### config.mk
export PLATFORM = sky130hd
export DESIGN_NAME = pipe_hold_ctrl
export DESIGN_NICKNAME = d
export VERILOG_FILES = /design/src/rtl/pipe_hold_ctrl.sv
export SDC_FILE = /design/constraint.sdc
export NUM_CORES = 1
export LEC_CHECK = 0
export ABC_AREA = 1
export BUFFER_PORTS_ARGS = -buffer_cell sky130_fd_sc_hd__buf_2
export CORE_UTILIZATION = 52
export DETAILED_ROUTE_END_ITERATION = 10
export PLACE_DENSITY = 0.78
export SYNTH_ARGS = -nofsm -noshare
export SYNTH_HDL_FRONTEND = slang
export SYNTH_SLANG_ARGS = --single-unit
### constraint.sdc
create_clock -name clk -period 3.9 [get_ports clk]
set_clock_uncertainty 0.05 [all_clocks]
set_input_delay 0.975 -clock clk [delete_from_list [all_inputs] [get_ports clk]]
set_output_delay 0.975 -clock clk [all_outputs]
set_load 0.05 [all_outputs]
### src/rtl/pipe_hold_ctrl.sv
// Pipeline sequencing controller: merges jump, EX busy, load-use and bus holds
// into one hold_flag code, drives the PC redirect and keeps saturating debug counters.
module pipe_hold_ctrl #(
  parameter int unsigned FLUSH_CYCLES = 2,
  parameter int unsigned CNT_W        = 32
) (
  input  logic             clk,
  input  logic             rst,
  input  logic             jump_flag_i,
  input  logic [31:0]      jump_addr_i,
  input  logic             hold_ex_i,
  input  logic             ex_is_load_i,
  input  logic [4:0]       ex_rd_i,
  input  logic [4:0]       id_rs1_i,
  input  logic             id_rs1_re_i,
  input  logic [4:0]       id_rs2_i,
  input  logic             id_rs2_re_i,
  input  logic             hold_bus_i,
  input  logic             cnt_clr_i,
  output logic [2:0]       hold_flag_o,
  output logic             jump_flag_o,
  output logic [31:0]      jump_addr_o,
  output logic [CNT_W-1:0] stall_cnt_o,
  output logic [CNT_W-1:0] flush_cnt_o
);

  localparam logic [2:0] HOLD_NONE = 3'd0;
  localparam logic [2:0] HOLD_PC   = 3'd1;
  localparam logic [2:0] HOLD_ID   = 3'd3;
  localparam logic [2:0] RELOAD    = 3'(FLUSH_CYCLES - 1);

  typedef enum logic {IDLE, FLUSH} state_t;

  state_t     state, state_nxt;
  logic [2:0] flush_left, flush_left_nxt;
  logic       load_use;
  logic       jump_take;

  assign load_use = ex_is_load_i && (ex_rd_i != 5'd0) &&
                    ((id_rs1_re_i && (id_rs1_i == ex_rd_i)) ||
                     (id_rs2_re_i && (id_rs2_i == ex_rd_i)));

  always_ff @(posedge clk or negedge rst) begin
    if (!rst) begin
      state      <= IDLE;
      flush_left <= '0;
    end else begin
      state      <= state_nxt;
      flush_left <= flush_left_nxt;
    end
  end

  always_comb begin
    hold_flag_o    = HOLD_NONE;
    jump_flag_o    = 1'b0;
    jump_addr_o    = '0;
    jump_take      = 1'b0;
    state_nxt      = state;
    flush_left_nxt = flush_left;
    if (jump_flag_i) begin
      // A jump wins in either state and restarts the flush window.
      hold_flag_o = HOLD_ID;
      jump_flag_o = 1'b1;
      jump_addr_o = jump_addr_i;
      jump_take   = 1'b1;
      if (FLUSH_CYCLES > 1) begin
        state_nxt      = FLUSH;
        flush_left_nxt = RELOAD;
      end else begin
        state_nxt      = IDLE;
        flush_left_nxt = '0;
      end
    end else begin
      unique case (state)
        FLUSH: begin
          hold_flag_o = HOLD_ID;
          if (flush_left <= 3'd1) begin
            state_nxt      = IDLE;
            flush_left_nxt = '0;
          end else begin
            flush_left_nxt = flush_left - 3'd1;
          end
        end
        default: begin
          if (hold_ex_i || load_use) hold_flag_o = HOLD_ID;
          else if (hold_bus_i)       hold_flag_o = HOLD_PC;
        end
      endcase
    end
  end

  always_ff @(posedge clk or negedge rst) begin
    if (!rst) begin
      stall_cnt_o <= '0;
      flush_cnt_o <= '0;
    end else if (cnt_clr_i) begin
      stall_cnt_o <= '0;
      flush_cnt_o <= '0;
    end else begin
      if ((hold_flag_o != HOLD_NONE) && (stall_cnt_o != '1))
        stall_cnt_o <= stall_cnt_o + CNT_W'(1);
      if (jump_take && (flush_cnt_o != '1))
        flush_cnt_o <= flush_cnt_o + CNT_W'(1);
    end
  end

endmodule

==> flow_metrics.py <==
metrics = {
    "run_status": {
        "outcome": "complete, no violations",
    },
    "drt": {
        "viasPerCell": 5.15,
        "wl_per_cell_um": 13.0,
        "ant_nets": 0,
        "wirelength_mm": 14.7,
        "drc_errors": 0,
        "dr.pass1.iters": 5,
        "vias": 5851,
        "drtIter0Drc": 473,
    },
    "clock_tree": {
        "clkTransAtPathRegs_ps": 70,
        "cts_tree": "done",
        "h-tree-depth": 3,
        "cts_hold_buf": 0,
        "cts_resized": 0,
        "cts_buffer_depth": 2,
        "cts.sink_count": 68,
        "worst_skew_pair.late_latency_ps": 340,
        "post-cts-setup-buffers": 0,
        "numCtsBuffers": 9,
        "cts-root-buf": "clkbuf_8",
    },
    "run": {
        "drv_cap": 0,
    },
    "worst_setup_path": {
        "cp_common_cell": "nand2_1",
        "max_stage_delay_ps": 280,
        "crit_type": "primary input to output pin",
        "cpMaxStageDelayCell": "buf_2",
        "crit_fanout": 3,
        "startpoint_type": "primary input",
        "reg2reg_slack_ps": 1490,
        "required_ps": 2870,
        "worstPathArrival_ps": 1970,
        "r2r_cells": 9,
        "path_cells": "buf_2, inv_1, nand2_1, nand2_1, nor2_1, nand3_1, nand2_1, nand2_1, nand3_2, buf_2",
        "crit_path_end_kind": "output pin",
    },
    "min_path": {
        "whs_path_depth": 1,
        "hold_path_class": "flop to flop",
    },
    "die": {
        "core.rowCount": 36,
        "die_w_um": 103,
        "fp.dieH_um": 103,
        "initial_core_util": 0.539,
        "die-area_um2": 10600,
        "core_um2": 9820,
        "ioPinCount": 156,
    },
    "layout": {
        "final_nets": 1058,
        "final_util": 0.646,
        "syn2layout_area_growth_pct": 19.8,
        "drive_above_1_share": 0.203,
        "num_antenna_cells": 0,
    },
    "timing": {
        "hold_viol_final": 0,
        "min_period_ps": 3000,
        "tns_ps": 0,
        "post-route-period-util": 0.769,
        "fmax_mhz": 333,
        "slew_headroom": 0.540,
        "setup_viol": 0,
        "slew_violations": 0,
        "rsz0062_at_grt": "no",
        "worst_slew_pin_slew_ps": 690,
    },
    "synthesis": {
        "synthArstFlopShare": 1.00,
        "ys_warn_count": 0,
        "synth_cell_type_count": 32,
        "yosysMostFrequentCell": "nand2_1",
        "synth_area_per_cell_um2": 6.17,
        "syn_area_um2": 5290,
        "synth_top_flop_cell": "dfrtp_1",
        "ys_top_cells_by_area": "dfrtp_1 32%, nand2_1 21%, inv_1 9.8%, nand3_1 7.3%, nor2_1 7.0%",
        "synth_top_area_cell": "dfrtp_1",
        "synth_commonest_cells": "290 x nand2_1, 138 x inv_1, 98 x nor2_1",
        "ys_seq_area_frac": 0.322,
        "synthCells": 858,
        "ys_seq_elements": 68,
        "synth_nets": 917,
        "synth_edf_count": 0,
        "yosysTopAreaCellShare": 0.322,
    },
    "placed_design": {
        "place_congestion": 0.943,
        "port_buffers": 154,
        "hpwl_mm": 11.1,
    },
    "power_and_ir_drop": {
        "p_clk_frac": 0.414,
        "p_leak_nw": 3.61,
        "switching_share": 0.283,
        "seqPwrFrac": 0.436,
        "ir_worst_vdd_v": 0.000143,
        "combPwrFrac": 0.150,
        "p_int_mw": 1.18,
        "switching_power_mw": 0.466,
        "cellPowerDensity_nw_per_um2": 260,
    },
    "global_routing": {
        "grt_pass1_wl_mm": 23.8,
        "grt_antenna_before_repair": 0,
        "grt_pass1_vias": 5137,
        "track_usage": 0.284,
        "grt.overflow.total": 0,
        "grt_max_degree": 71,
    },
}
-- sequential cells by signal, indices dropped and copies added, names as in the netlist --
name / flops
flush_cnt_o: 32
flush_left: 3
stall_cnt_o: 32
state: 1
-- critical path, delay by kind of cell --
family | cells | cell delay, ps
buffers and inverters | 3 | 440
AND/OR/NAND/NOR | 7 | 550
-- cell type report --
cell class                 count  area, um^2
tap                          133         166
multi-input combinational    617        2890
timing repair buffer         160         816
clock inverter                 4        70.1
clock buffer                  12         165
fill                         998        3480
sequential                    68        1700
inverter                     143         537
-- stage by stage --
stage | setup WS (ps) | std cells | area (um^2) | power (mW) | hold WS, ps
finish | 901 | 1137 | 6340 | 1.65 | 399
global route | 789 | 1137 | 6340 | 1.71 | 439
CTS | 892 | 1137 | 6340 | 1.66 | 410
detailed placement | 893 | 1121 | 6110 | 0.981 | 401
global placement | 914 | 1121 | 6110 | 0.979 | 391
floorplan | 1030 | 858 | 5290 | 0.901 | 374
-- placed cells by master (no fill, tap or decap), types with 3 or more instances in the layout --
cell type	synthesis	layout
ha_1	3	3
nor2_4	3	3
xor2_1	12	12
or2_2	3	3
dfrtp_1	68	68
a21oi_1	3	3
inv_2	5	5
nor2_2	3	3
nand2_4	3	3
buf_2	8	154
inv_1	138	138
nand4_1	50	50
o21ai_0	15	15
nand2_1	290	290
clkbuf_8	0	12
nand3_1	77	77
buf_4	4	6
nor2_1	98	98
nor3_1	16	16
xnor2_1	9	9
o21ai_1	14	14
nand3_2	7	7
-- power by group through the flow --
| stage | clock (mW) | sequential [mW] | combinational (mW) |
|---|---|---|---|
| after global routing | 0.724 | 0.720 | 0.269 |
| after floorplan | 0 | 0.750 | 0.151 |
| after detailed placement | 0 | 0.733 | 0.248 |
| after CTS | 0.692 | 0.719 | 0.249 |
| final | 0.683 | 0.719 | 0.247 |
| after global placement | 0 | 0.733 | 0.246 |
-- metal layers --
layer	GRT usage	wire, um	part of all wire	up-vias
li1	-	-	-	2957
met1	0.408	6630	0.45	2612
met2	0.459	6840	0.46	272
met3	0.0366	1160	0.079	10
met4	0.0607	109	0.0074	0
met5	0	0	0	-
-- path summary, 6_finish.rpt --
kind                              endpoint           start
setup / recovery            hold_flag_o[0]      ex_rd_i[1]
hold / removal               flush_left[0]           state
setup reg to reg           stall_cnt_o[15]  stall_cnt_o[0]
hold reg to reg              flush_left[0]           state
max in group asynchronous  flush_cnt_o[12]             rst
min in group asynchronous  flush_cnt_o[30]             rst
-- cells by family after synthesis --
logic type | count (synthesis) | share of synthesized area
AO/OA/AOI/OAI | 37 | 0.0369
XOR/XNOR | 21 | 0.0348
adder cells (fa/ha/maj) | 3 | 0.00709
AND/OR/NAND/NOR | 555 | 0.466
flip-flops | 68 | 0.322
buffers and inverters | 173 | 0.133
other | 1 | 0.000709
No activity file was read; power rests on OpenSTA's default activity.
